[config.mk]
export PLATFORM = sky130hd
export DESIGN_NAME = da_idct4
export DESIGN_NICKNAME = d
export VERILOG_FILES = /design/src/rtl/da_idct_pkg.sv /design/src/rtl/da_idct_rom.sv /design/src/rtl/da_idct4.sv
export SDC_FILE = /design/constraint.sdc
export NUM_CORES = 1
export LEC_CHECK = 0
export CORE_MARGIN = 4
export CORE_UTILIZATION = 27
export DETAILED_ROUTE_END_ITERATION = 10
export GPL_TIMING_DRIVEN = 1
export PLACE_DENSITY = 0.85
export SLEW_MARGIN = 20
export SYNTH_ARGS = -nofsm -noshare
export SYNTH_HDL_FRONTEND = slang
export SYNTH_SLANG_ARGS = --single-unit
[constraint.sdc]
create_clock -name sys_clk -period 4.7 [get_ports sys_clk]
set_input_delay 0.705 -clock sys_clk [delete_from_list [all_inputs] [get_ports sys_clk]]
set_output_delay 0.705 -clock sys_clk [all_outputs]
set_load 0.1 [all_outputs]
[src/rtl/da_idct_pkg.sv]
// Shared constants, coefficient matrix and FSM encoding for the 4-point DA IDCT.
package da_idct_pkg;

    localparam int unsigned IDCT_DW    = 12;
    localparam int unsigned IDCT_ACC_W = 24;
    localparam int unsigned IDCT_FRAC  = 10;
    localparam int unsigned CNT_W      = 4;

    // Q1.10 weights; row k applies to Y0..Y3 in column order.
    localparam int COEF [4][4] = '{
        '{512,  669,  512,  277},
        '{512,  277, -512, -669},
        '{512, -277, -512,  669},
        '{512, -669,  512, -277}
    };

    localparam int SAT_MAX = 2047;
    localparam int SAT_MIN = -2048;

    typedef enum logic [1:0] {
        ST_IDLE,
        ST_CALC,
        ST_DONE
    } state_t;

endpackage

[src/rtl/da_idct_rom.sv]
// Combinational 16-entry coefficient-sum table for one output row.
module da_idct_rom
    import da_idct_pkg::*;
#(
    parameter int unsigned ROW = 0
) (
    input  logic        [3:0]         addr,
    output logic signed [IDCT_DW-1:0] data_c
);

    int sum;

    // addr[3] selects the Y0 weight, addr[0] selects the Y3 weight.
    always_comb begin
        sum = 0;
        for (int j = 0; j < 4; j++) begin
            if (addr[2'(3 - j)]) begin
                sum += COEF[ROW][j];
            end
        end
        data_c = IDCT_DW'(sum);
    end

endmodule

[src/rtl/da_idct4.sv]
// Bit-serial distributed-arithmetic 4-point inverse DCT, MSB-first bit-planes.
module da_idct4
    import da_idct_pkg::*;
#(
    parameter int unsigned DW    = IDCT_DW,
    parameter int unsigned ACC_W = IDCT_ACC_W,
    parameter int unsigned FRAC  = IDCT_FRAC
) (
    input  logic                 sys_clk,
    input  logic                 sys_rst,
    input  logic                 idct_start,
    input  logic signed [DW-1:0] Y0,
    input  logic signed [DW-1:0] Y1,
    input  logic signed [DW-1:0] Y2,
    input  logic signed [DW-1:0] Y3,
    output logic                 busy,
    output logic                 idct_valid,
    output logic signed [DW-1:0] x0,
    output logic signed [DW-1:0] x1,
    output logic signed [DW-1:0] x2,
    output logic signed [DW-1:0] x3
);

    localparam logic signed [ACC_W-1:0] RND    = ACC_W'(2 ** (FRAC - 1));
    localparam logic signed [ACC_W-1:0] SAT_HI = ACC_W'(SAT_MAX);
    localparam logic signed [ACC_W-1:0] SAT_LO = ACC_W'(SAT_MIN);
    localparam logic [CNT_W-1:0]        CNT_MSB = CNT_W'(DW - 1);

    state_t                   state_q, state_d;
    logic [CNT_W-1:0]         cnt_q;
    logic [DW-1:0]            ysh_q [4];
    logic signed [ACC_W-1:0]  acc_q [4];
    logic signed [DW-1:0]     tbl_c [4];
    logic signed [ACC_W-1:0]  ext_c [4];
    logic [3:0]               addr_c;
    logic                     busy_d, valid_d, load_c;

    // Round half up, then clamp to the output sample range.
    function automatic logic signed [DW-1:0] rnd_sat(input logic signed [ACC_W-1:0] a);
        logic signed [ACC_W-1:0] s;
        s = (a + RND) >>> FRAC;
        if (s > SAT_HI)      return DW'(SAT_HI);
        else if (s < SAT_LO) return DW'(SAT_LO);
        else                 return DW'(s);
    endfunction

    // Current bit-plane address taken from the shift-register MSBs.
    assign addr_c = {ysh_q[0][DW-1], ysh_q[1][DW-1], ysh_q[2][DW-1], ysh_q[3][DW-1]};

    for (genvar k = 0; k < 4; k++) begin : g_rom
        da_idct_rom #(.ROW(k)) u_rom (
            .addr   (addr_c),
            .data_c (tbl_c[k])
        );
    end

    // Sign-extend table entries to accumulator width.
    always_comb begin
        for (int k = 0; k < 4; k++) begin
            ext_c[k] = {{(ACC_W - DW){tbl_c[k][DW-1]}}, tbl_c[k]};
        end
    end

    // State register.
    always_ff @(posedge sys_clk or posedge sys_rst) begin
        if (sys_rst) state_q <= ST_IDLE;
        else         state_q <= state_d;
    end

    // Next-state and control decode; busy covers the DONE-to-IDLE cycle too.
    always_comb begin
        state_d = state_q;
        busy_d  = 1'b0;
        valid_d = 1'b0;
        load_c  = 1'b0;
        case (state_q)
            ST_IDLE: begin
                if (idct_start) begin
                    state_d = ST_CALC;
                    busy_d  = 1'b1;
                    load_c  = 1'b1;
                end
            end
            ST_CALC: begin
                busy_d = 1'b1;
                if (cnt_q == '0) state_d = ST_DONE;
            end
            ST_DONE: begin
                busy_d  = 1'b1;
                valid_d = 1'b1;
                state_d = ST_IDLE;
            end
            default: state_d = ST_IDLE;
        endcase
    end

    // Shift registers, bit counter and accumulators; sign plane is subtracted.
    always_ff @(posedge sys_clk or posedge sys_rst) begin
        if (sys_rst) begin
            cnt_q <= '0;
            for (int k = 0; k < 4; k++) begin
                ysh_q[k] <= '0;
                acc_q[k] <= '0;
            end
        end else if (load_c) begin
            cnt_q    <= CNT_MSB;
            ysh_q[0] <= Y0;
            ysh_q[1] <= Y1;
            ysh_q[2] <= Y2;
            ysh_q[3] <= Y3;
            for (int k = 0; k < 4; k++) acc_q[k] <= '0;
        end else if (state_q == ST_CALC) begin
            cnt_q <= cnt_q - CNT_W'(1);
            for (int k = 0; k < 4; k++) begin
                ysh_q[k] <= {ysh_q[k][DW-2:0], 1'b0};
                if (cnt_q == CNT_MSB) acc_q[k] <= (acc_q[k] <<< 1) - ext_c[k];
                else                  acc_q[k] <= (acc_q[k] <<< 1) + ext_c[k];
            end
        end
    end

    // Registered outputs; samples update only on the DONE edge.
    always_ff @(posedge sys_clk or posedge sys_rst) begin
        if (sys_rst) begin
            busy       <= 1'b0;
            idct_valid <= 1'b0;
            x0         <= '0;
            x1         <= '0;
            x2         <= '0;
            x3         <= '0;
        end else begin
            busy       <= busy_d;
            idct_valid <= valid_d;
            if (valid_d) begin
                x0 <= rnd_sat(acc_q[0]);
                x1 <= rnd_sat(acc_q[1]);
                x2 <= rnd_sat(acc_q[2]);
                x3 <= rnd_sat(acc_q[3]);
            end
        end
    end

endmodule
Word-level counts from Yosys, hierarchy flattened
Index checks and enable logic that the tools add are counted.

cells by class
  reductions and logical operators = 5
  magnitude comparators = 8
  equal/unequal tests = 4
  $add $sub $neg = 5
  muxes and demuxes = 18

operators by type and width
  cell                                                             number
  adder 24 x 11 -> 24 bit, second input constant                   4
  two-way mux 12 bit                                               8
  two-way mux 96 bit                                               1
  greater-than comparator 14 x 12 -> 1 bit, second input constant  4
  < comparator 14 x 12 -> 1 bit, second input constant             4
  two-way mux 4 bit                                                2
  zero test 4 bit                                                  1
  two-way mux 2 bit                                                2
  != test 2 bit, second input constant                             2
  case mux 2 bit (2 select lines)                                  1
  subtractor 4 x 1 -> 4 bit, second input constant                 1
  two-way mux 1 bit                                                3
  equality test 2 x 1 -> 1 bit, second input constant              1
  equality test 2 bit, second input constant                       1
  zero test 2 bit                                                  1
  case mux 1 bit (2 select lines)                                  1
  AND reduction 2 bit                                              1
  nonzero test 2 bit                                               1
  OR reduction 2 bit                                               1

storage, ports and cells
  output and inout port bits = 50
  bits in registers = 152
  input bits = 51
  logic and storage cells = 52

Depth between registers and ports, before layout
Gate-level depths: netlist (run 1).

  depth in word-level cells = 4
  gate-level depth with buffers = 5
  mapped depth without buffers = 5

Modules after synthesis
From an unflattened synthesis (run 1), not the netlist that was laid out.

second synthesis, totals
  cells, all modules = 2309
  area, all modules = 18337.6 um2

by module, submodules not included
  module       instances  cells each  area each (um2)  sequential area each (um2)
  da_idct4     1          2257        17962.2          5004.8
  da_idct_rom  4          13          93.8             0.0

Worst setup path before layout (run 1)
Ideal clock, no wire load.

  kind = reg-to-output
  from = register busy
  to = output busy
  required time = 3995 ps
  arrival = 883 ps
  buffers on the path = 0
  stages on the path, launching flop included = 1
  path slack = 3112 ps
  path through = dfrtp_1

RTL lines
  element                   line             RTL
  start: declaration        da_idct4.sv:16   output logic busy,
  start signal: assignment  da_idct4.sv:132  busy <= busy_d;

No word-level cell between the ends.

Worst setup path after layout (run 1)
  from = register busy
  to = output busy

No word-level cell between the ends.

==> results list, run 1 <==
- Ratio of total power to cell area: 685 nW/um^2
* Total number of vias: between 400 and 500
* Pre-CTS setup slack: 2570 ps
- Aggregate global routing overflow: 0
- Count of cell types in the netlist: 17
* Setup repair after global routing missed its margin: no
* Setup Crit Path Kind: reg2out
- Counting along the longest clock path gives a buffer depth of 2.
- In this run the remaining antenna-violating nets after routing total 0.
- The worst hold path begins at cnt_q[3].
- Peak VDD IR: 322 uV
* Number of buffers created by CTS: 3
- The completed layout was analyzed and its total power is 0.000479 W.
* Horizontal die dimension: 61.8 um
- In the synthesized netlist, the number of instances is 88.
* Sort of element at the start of the critical path: flop
- Drc violations: 0
* Final setup violating endpoints: 0
- Kind of path behind the tightest hold check: reg2reg
* Wire length per cell after detailed routing: between 7 and 8 um
- Post_cts resized: 0
- Total of fill cells in the finished design: 303
- Final Max Slew Viols: 0
* Post-route clock skew: 3.97 ps
- Largest net degree at the start of global routing: 9
* Post-layout worst setup margin: 2300 ps
- The analysis attributes to cell leakage a power of 0.392 nW.
- FF+latch count, synth: 8
* Fmax: 0.417 GHz
* Endpoints failing hold: 0
* Final estimated routing congestion in global placement: around 0.77
- Data arrives at the worst endpoint at 1700 ps.
- Die H: around 60 um
* TritonCTS Sinks: 8
* Starting density of the core: 0.284
- Number of detailed-routing iterations run before antenna repair: 2
- Initial antenna violation count: 0
- Post-synthesis instance area: about 780 um^2
- In the final layout, the share of cells above drive strength 1 is 0.0426.
- Share of synthesized area occupied by flip-flops and latches: 0.256
- I/O pin cnt: 101
* Max Cap Violations: 0
* Fraction of the core area covered by cells at the end of the flow: 0.254
- Wire length of the first global-routing pass: 1.32 mm
- Worst rel slew slack: 0.359
- The routed design has 984 um of wire.
- The die covers roughly 3800 um^2.
- List of cells traversed by the critical path: clkdlybuf4s50_1
- Using the TritonRoute via totals, the vias-per-cell ratio works out to between 3 and 4.
- On the final layout, the worst hold slack is 548 ps.
- Clock transition at the register clock pins on the worst setup and hold paths after CTS: 50 ps
* Most common cell after layout, fill and taps aside: sky130_fd_sc_hd__conb_1
- The first routing iteration left 8 violations.
* Sum Neg Setup Slack: 0 ps
* Net count of the finished layout: 153
- Clock tree synthesis selected as its root buffer the cell sky130_fd_sc_hd__clkbuf_4.
- The number of buffers and inverters on the critical path is 1.
* Count of inserted antenna diode cells: 0
- The later pin in the worst-skew pair is clocked with a latency of 260 ps.
- For the pin with the worst max-slew slack, the measured transition is approximately 960 ps.
- Hold repair after CTS inserted 0 buffers.
* Worst path required time: 3990 ps
* Cell row count: 19
- In this run the worst setup path begins at busy.
* Number of port buffers: 4
* Ys Warns: 0
- Area of the core: 2760 um^2
- Reg2Reg Launch Point: cnt_q[0]
* CP peak stage delay: 1120 ps
- Commonest cells after routing, fill and taps aside: sky130_fd_sc_hd__conb_1 (48), sky130_fd_sc_hd__dfrtp_1 (8), sky130_fd_sc_hd__nand2_1 (6), sky130_fd_sc_hd__ha_1 (6), sky130_fd_sc_hd__inv_1 (5)
* Biggest fanout along the worst timing path: 1
- Number of buffers inserted to repair setup after CTS: 0
- Clock tree from TritonCTS: done
- Tot GR Track Use: 0.0530
- Final worst path period share: 0.511
- Category of the worst setup path capture point: output pin
* Status: completed
- Number of global-route vias before repair: 321
* Family with the most delay on the worst path: buffers and inverters
- Detailed placement ended at an HPWL of 822 um.
* Synthesized area divided by synthesized cell count: 8.89 um^2
- Clock period minus worst slack: 2400 ps
* Slowest stage cell, crit path: sky130_fd_sc_hd__clkdlybuf4s50_1
- Synthesis-to-layout area growth: -10.6%
- In this run the number of H-tree levels came out at 1.
cell usage after synthesis:
cell type,n,share of area
sky130_fd_sc_hd__nor2b_1,1,0.0080
sky130_fd_sc_hd__a21oi_2,1,0.011
sky130_fd_sc_hd__or3b_1,1,0.011
sky130_fd_sc_hd__nor2_1,1,0.0048
sky130_fd_sc_hd__buf_4,48,0.46
sky130_fd_sc_hd__xnor2_1,2,0.022
sky130_fd_sc_hd__conb_1,1,0.0048
sky130_fd_sc_hd__ha_1,6,0.096
sky130_fd_sc_hd__nand2_1,6,0.029
sky130_fd_sc_hd__nor4b_1,1,0.011
sky130_fd_sc_hd__mux2_1,1,0.014
sky130_fd_sc_hd__inv_1,5,0.024
sky130_fd_sc_hd__xor2_1,1,0.011
sky130_fd_sc_hd__o21ai_0,2,0.013
sky130_fd_sc_hd__dfrtp_1,8,0.26
sky130_fd_sc_hd__a21oi_1,2,0.013
sky130_fd_sc_hd__o21a_1,1,0.0096
worst paths after layout:
path                                    to  slack (ps)  depth (start not counted)
worst min-delay path              cnt_q[3]         550                          2
worst max register to register  state_q[0]        3090                          5
worst min register to register    cnt_q[3]         550                          2
min in group asynchronous             busy         690                          2
worst max-delay path                  busy        2300                          1
max in group asynchronous         cnt_q[2]        3770                          2
state kept, by name, indices dropped and copies added, names as in the netlist:
| name | count |
|---|---|
| cnt_q | 4 |
| state_q | 2 |
| busy | 1 |
| idct_valid | 1 |
power breakdown:
part           internal (W)  leakage, nW  switching (W)
Combinational     0.0000549        0.283       0.000259
Sequential        0.0000945       0.0946      0.0000187
Clock             0.0000292       0.0138      0.0000230
Total              0.000179        0.392       0.000301
cell families (layout without fill, tap and decap cells):
group,Yosys count,in the layout,synth area share
XOR/XNOR,3,3,0.0336
adder cells (fa/ha/maj),6,6,0.0960
multiplexers,1,1,0.0144
other,1,48,0.00480
buffers and inverters,53,12,0.485
AND/OR/NAND/NOR,10,10,0.0640
AO/OA/AOI/OAI,6,6,0.0464
flip-flops,8,8,0.256
metrics by stage:
step / instance area (um^2) / std cells
floorplan: 958 / 135
global placement: 677 / 122
detailed placement: 677 / 122
CTS: 699 / 125
global route: 699 / 125
finish: 699 / 125
routing by layer:
| metal | GRT usage | up-vias | wire length (um) |
|---|---|---|---|
| li1 | - | 188 | - |
| met2 | 0.0807 | 33 | 471 |
| met1 | 0.0471 | 181 | 277 |
| met5 | 0 | - | 0 |
| met4 | 0.0818 | 0 | 57 |
| met3 | 0.0124 | 4 | 178 |
final cells by class:
type                    count  area [um^2]  share of cell area
inverters                   5         18.8              0.0268
clock buffers               3         22.5              0.0322
flip-flops and latches      8          200               0.286
multi-input cells          74          379               0.542
repair buffers              4         40.0              0.0572
well taps                  31         38.8              0.0555
Note: power is estimated with default switching activity, not from simulation.
==> run 2: changes to the inputs <==
CORE_UTILIZATION = 25   (was 27)
PLACE_DENSITY = 0.8   (was 0.85)
clock period = 2.3 ns   (was 4.7 ns; I/O delays follow)
==> run 2 against run 1 <==
Compared with the run above:
- sequential power up 110%
- register-to-register slack worse by 2400 ps
- clock skew down 3.7 ps
- die area up 7.0%
- combinational power up 99%
- critical endpoint is now state_q[0]
==> results list, run 2 (same netlist as run 1, synthesis figures left out) <==
- Setup repair after global routing left no endpoint under its margin.
- Biggest fanout along the worst timing path: 3
- Reg-to-reg endpoint: state_q[0]
- Register with the most flip-flops: cnt_q
- Post-route clock skew: 0.266 ps
* Violation count after the first detailed-route iteration: 18
- The worst setup path is launched from a flop.
- Counting the buffers created by CTS gives 3.
- The floorplan step set the die width to between 60 and 70 um.
- The critical path is of the reg2reg type.
- Number of detailed-routing iterations run before antenna repair: 4
- During placement, the flow inserted port buffers numbering 4.
* Placed instance count: 135
- Placement-stage cell area: a little under 700 um^2
- Fraction of layout instances using a drive strength above 1: 0.0638
* Area of the core: a little over 3000 um^2
- Global routing finished with a remaining overflow of 0.
- 101 I/O pins were placed.
- Synthesis-to-layout area growth: -9.12%
* Area enclosed by the die boundary: 4090 um^2
* Reg2Reg Launch Point: cnt_q[0]
* Die H: 63.9 um
* Kind of path behind the tightest hold check: in2async
- H-Tree Depth: 1
- The worst setup path is captured at a flop.
* Clock transition at the register clock pins on the worst setup and hold paths after CTS: 50 ps
- The finished cells cover approximately 700 um^2.
* Max clock buf depth: 2
- Data on the critical path arrives at its endpoint at ~1700 ps.
- Worst path required time: ~2400 ps
- Post_cts resized: 0
- Worst R2R Setup Slack: 710 ps
- The register with the most flip-flops in the layout has 4 of them.
* Status: completed
* Clk Latency, worst-skew pair: 250 ps
- Wire length per cell after detailed routing: 6.60 um
- Library cell used as clock root buffer: sky130_fd_sc_hd__clkbuf_4
- Leaving out fill and tap cells, the most frequent cell in the layout is sky130_fd_sc_hd__conb_1.
- Cell row count: 20
* Number of global-route vias before repair: 293
- The hold violation count in the final report came to 0.
* Clock period minus worst slack: about 1600 ps
- At the end of routability-driven placement, the weighted congestion stood at between 0.7 and 0.8.
* List of cells traversed by the critical path: inv_1, ha_1, or3b_1, a21oi_2, mux2_1
- The routed layout has ~400 vias.
- For this design, the slowest cell found on the critical path is sky130_fd_sc_hd__dfrtp_1.
- Entering global routing, the biggest net connects 9 pins.
- Clock tree from TritonCTS: done
- Largest registers: cnt_q x4, state_q x2
- Worst hold slack after final layout: roughly 330 ps
* Number of buffers inserted to repair setup after CTS: 0
- For the final routed database, the setup TNS stands at 0 ps.
- The final layout contains routed wiring with a total length of 911 um.
- Starting density of the core: 0.258
- Via-per-instance ratio: 2.89
* Net count of the finished layout: 153
- Final Max Slew Viols: 0
* Initial antenna violation count: 0
* Half-perimeter wire length after detailed placement: roughly 770 um
- The number of cells on the worst reg-to-reg path is 5.
- The top cell types in the final layout, fill and taps aside, are sky130_fd_sc_hd__conb_1 (48), sky130_fd_sc_hd__dfrtp_1 (8), sky130_fd_sc_hd__nand2_1 (6), sky130_fd_sc_hd__ha_1 (6), sky130_fd_sc_hd__inv_1 (5).
* Final worst path period share: 0.693
* Final setup violating endpoints: 0
- IR analysis of the VDD net gives a maximum drop of 183 uV.
- Hold repair after CTS inserted 0 buffers.
* Antenna-violating nets left: 0
- Ratio of total power to cell area: around 1400 nW/um^2
- Drc violations: 0
* CP peak stage delay: 400 ps
* Static Leak: between 0.3 and 0.4 nW
- CTS saw 8 sinks.
- Final Instance Count excl. Fillers: around 140
- For this run, the total global-route usage over all layers was measured as 0.0397.
* Fmax: about 0.63 GHz
- Count of inserted antenna diode cells: 0
* Max Cap Violations: 0
- The first global-routing pass estimated 1.21 mm of wire.
run 2: stage by stage:
| stage | setup slack [ps] | utilization | total power, W |
|---|---|---|---|
| final | 706 | 0.235 | 0.000963 |
| after global routing | 552 | 0.235 | 0.00103 |
| after CTS | 696 | 0.235 | 0.000972 |
| after detailed placement | 705 | 0.227 | 0.000859 |
| after global placement | 718 | 0.227 | 0.000848 |
| after floorplan | 778 | - | 0.000865 |
run 2: metal layers:
| layer | wire, um | track usage | vias to the layer above |
|---|---|---|---|
| li1 | - | - | 188 |
| met1 | 330 | 0.0439 | 176 |
| met2 | 434 | 0.0581 | 33 |
| met3 | 141 | 0.0123 | 2 |
| met4 | 5 | 0.0404 | 0 |
| met5 | 0 | 0 | - |
run 2: how the worst max path moves through the flow:
stage | startpoint | cells past startpoint | end | slack [ps]
2_1_floorplan | cnt_q[0] | 5 | state_q[0] | 780
3_3_place_gp | cnt_q[0] | 5 | state_q[0] | 720
3_5_place_dp | cnt_q[0] | 5 | state_q[0] | 700
4_1_cts | cnt_q[0] | 5 | state_q[0] | 700
5_1_grt | state_q[1] | 5 | cnt_q[3] | 550
6_report | cnt_q[0] | 5 | state_q[0] | 710
run 2: cell type report:
cell class                 count  area (um^2)
fill                         328         2320
inverter                       5         18.8
clock buffer                   3         22.5
sequential                     8          200
tap                           44         55.1
timing repair buffer           4         35.0
multi-input combinational     74          379
run 2: report_power, final:
part / total [W] / switching (W) / internal, W
clock: 0.000108 / 0.0000478 / 0.0000597
sequential: 0.000232 / 0.0000385 / 0.000193
combinational: 0.000624 / 0.000518 / 0.000106
total: 0.000963 / 0.000604 / 0.000359
run 2: critical path, delay by kind of cell (launching register included):
kind            cells  cell delay (ps)
simple gates        1              380
compound gates      1              160
fa+ha+maj           1              140
flops               1              400
mux                 1              330
buf+inv             1               70
==> run 3: changes to the inputs <==
CORE_UTILIZATION = 23   (was 25)
PLACE_DENSITY = 0.77   (was 0.8)
clock period = 1.34 ns   (was 2.3 ns; I/O delays follow)
==> run 3 against run 2 <==
Compared with the run above:
- the flow now finishes with violations (negative setup slack)
- final area increased by 21%
- critical path depth unchanged
- final cell count increased by 8.7%
- worst hold slack got worse by 130 ps
- register-to-register slack got worse by 890 ps
- setup slack got worse by 890 ps
- first-iteration DRC count decreased by 11%
- clock skew increased by 2.1 ps
- global-route usage about the same
- die area increased by 7.6%
==> results list, run 3 (same netlist as run 1, synthesis figures left out) <==
* Endpoints failing hold: 0
- Clock-pin slew was measured on the worst setup and hold paths at 50 ps.
- Met3 wire length: 129 um
* Static Leak: between 0.4 and 0.5 nW
- Fmax: 0.657 GHz
- WP data arrival: roughly 1700 ps
* Kind of path behind the tightest hold check: in2async
- In the final routed layout, each cell accounts on average for between 7 and 8 um.
* Number of global-route vias before repair: 350
- Final Max Slew Viols: 0
- Setup Crit Path Kind: reg2reg
- Initial antenna violation count: 0
- For this run, the share of the core covered by cells in the final layout is 0.273.
- For this configuration, the core starts out at a cell density of 0.248.
- The first global-routing pass estimated 1.34 mm of wire.
* Area of the core: between 3000 and 4000 um^2
* Number of port buffers: 4
- The final layout contains ~170 nets.
* Register with the most flip-flops: cnt_q
* Max layer used: met4
- Library cell used as clock root buffer: sky130_fd_sc_hd__clkbuf_4
* Area enclosed by the die boundary: ~4400 um^2
- Antenna-violating nets left: 0
- Post-route clock skew: 2.39 ps
- For this run, the total global-route usage over all layers was measured as 0.0401.
- I/O pin cnt: between 100 and 150
- Met1 Routed Length: 383 um
- Setup repair after global routing could not meet its margin everywhere.
- Setup violations remaining at the end of the flow were counted as 2.
* Status: finished, violations left
* Number of detailed-routing iterations run before antenna repair: 4
- Wire length reported by the detailed router: 1.08 mm
- Fraction of layout instances using a drive strength above 1: 0.208
* Clock period minus worst slack: 1520 ps
- Using the TritonRoute via totals, the vias-per-cell ratio works out to 2.95.
* Drc violations: 0
- The final reports fail on negative setup slack.
- Commonest cells after routing, fill and taps aside: sky130_fd_sc_hd__conb_1 (48), sky130_fd_sc_hd__buf_4 (12), sky130_fd_sc_hd__dfrtp_1 (8)
- Max Cap Violations: 0
- Setup slack on the worst reg-to-reg path comes out at -180 ps.
- At the worst endpoint, the required time is roughly 1500 ps.
- Of all nets on the critical path, the largest fanout is 2.
- Across all layers, the routed design uses 442 vias.
* TritonCTS Sinks: 8
* Largest registers: cnt_q x4, state_q x2
- The worst setup path is captured at a flop.
- The slowest stage of the critical path is the sky130_fd_sc_hd__dfrtp_1 cell.
- Max FFs per register: 4
* Clk Latency, worst-skew pair: 250 ps
- Final hold analysis gives a worst-case slack of about 200 ps.
- The worst-case IR drop observed on VDD is 351 uV.
* Violation count after the first detailed-route iteration: 16
- Cell row count: 20
- On the worst path, the slowest cell contributes a delay of 380 ps.
* Pre-CTS setup slack: -190 ps
- The floorplan step set the die height to 66.3 um.
* Placement-stage cell area: 806 um^2
* Ratio of total power to cell area: ~2300 nW/um^2
* Half-perimeter wire length after detailed placement: around 940 um
* Sort of element at the start of the critical path: flop
- CTS built an H-tree with a depth of 1.
- Sum Neg Setup Slack: -228 ps
- Synthesis-to-layout area growth: 9.92%
- Count of inserted antenna diode cells: 0
- Buffers inserted during clock tree synthesis total 3.
* Final worst path period share: 1.14
- Across all setup checks in the final design, the least slack found is -181 ps.
- List of cells traversed by the critical path: inv_1, ha_1, or3b_4, a21oi_2, mux2_4
* Aggregate global routing overflow: 0
* Most common cell after layout, fill and taps aside: sky130_fd_sc_hd__conb_1
* Amount of wire on met2 after detailed routing: 545 um
- The die is ~66 um wide.
- Max clock buf depth: 2
* Final estimated routing congestion in global placement: 0.832
- Entering global routing, the biggest net connects 9 pins.
- With fillers left out, the area of the finished cells amounts to 860 um^2.
* Clock tree from TritonCTS: done
run 3: worst paths after layout:
kind | startpoint | end | depth (start not counted)
max | cnt_q[1] | state_q[0] | 5
min | sys_rst | cnt_q[2] | 2
max reg2reg | cnt_q[1] | state_q[0] | 5
min reg2reg | state_q[1] | idct_valid | 2
max in group asynchronous | sys_rst | state_q[0] | 2
min in group sys_clk | state_q[1] | idct_valid | 2
run 3: cell type report:
cell class / instances / area [um^2]
Fill cell: 352 / 2290
Sequential cell: 8 / 200
Inverter: 5 / 18.8
Timing Repair Buffer: 16 / 150
Multi-Input combinational cell: 74 / 413
Tap cell: 44 / 55.1
Clock buffer: 3 / 22.5
run 3: repair_timing:
item                       in CTS  in global routing
pin swaps                       0                  0
hold buffers                    0                  0
cloned                          0                  0
resized for setup               2                  3
buffers inserted                0                  0
setup endpoints to repair       2                  3
run 3: per-layer routing:
| layer | vias to the layer above | track usage |
|---|---|---|
| met5 | - | 0 |
| met4 | 0 | 0.0305 |
| met3 | 2 | 0.0102 |
| met2 | 32 | 0.0632 |
| met1 | 197 | 0.0457 |
| li1 | 211 | - |
run 3: report_power, final:
group	internal, W	switching [W]
Sequential	0.000331	0.0000686
Clock	0.000102	0.0000787
Combinational	0.000430	0.000974
Total	0.000864	0.00112
run 3: worst max-delay path, delay by kind of cell, from the launching register on:
kind | cells | cell delay, ps
flops | 1 | 380
simple gates | 1 | 380
mux | 1 | 300
compound gates | 1 | 150
fa+ha+maj | 1 | 140
buf+inv | 1 | 60
run 3: per-stage QoR:
stage	total power [W]	std cells
CTS	0.00195	150
global route	0.00211	150
floorplan	0.00149	135
finish	0.00199	150
global placement	0.00169	147
detailed placement	0.00172	147
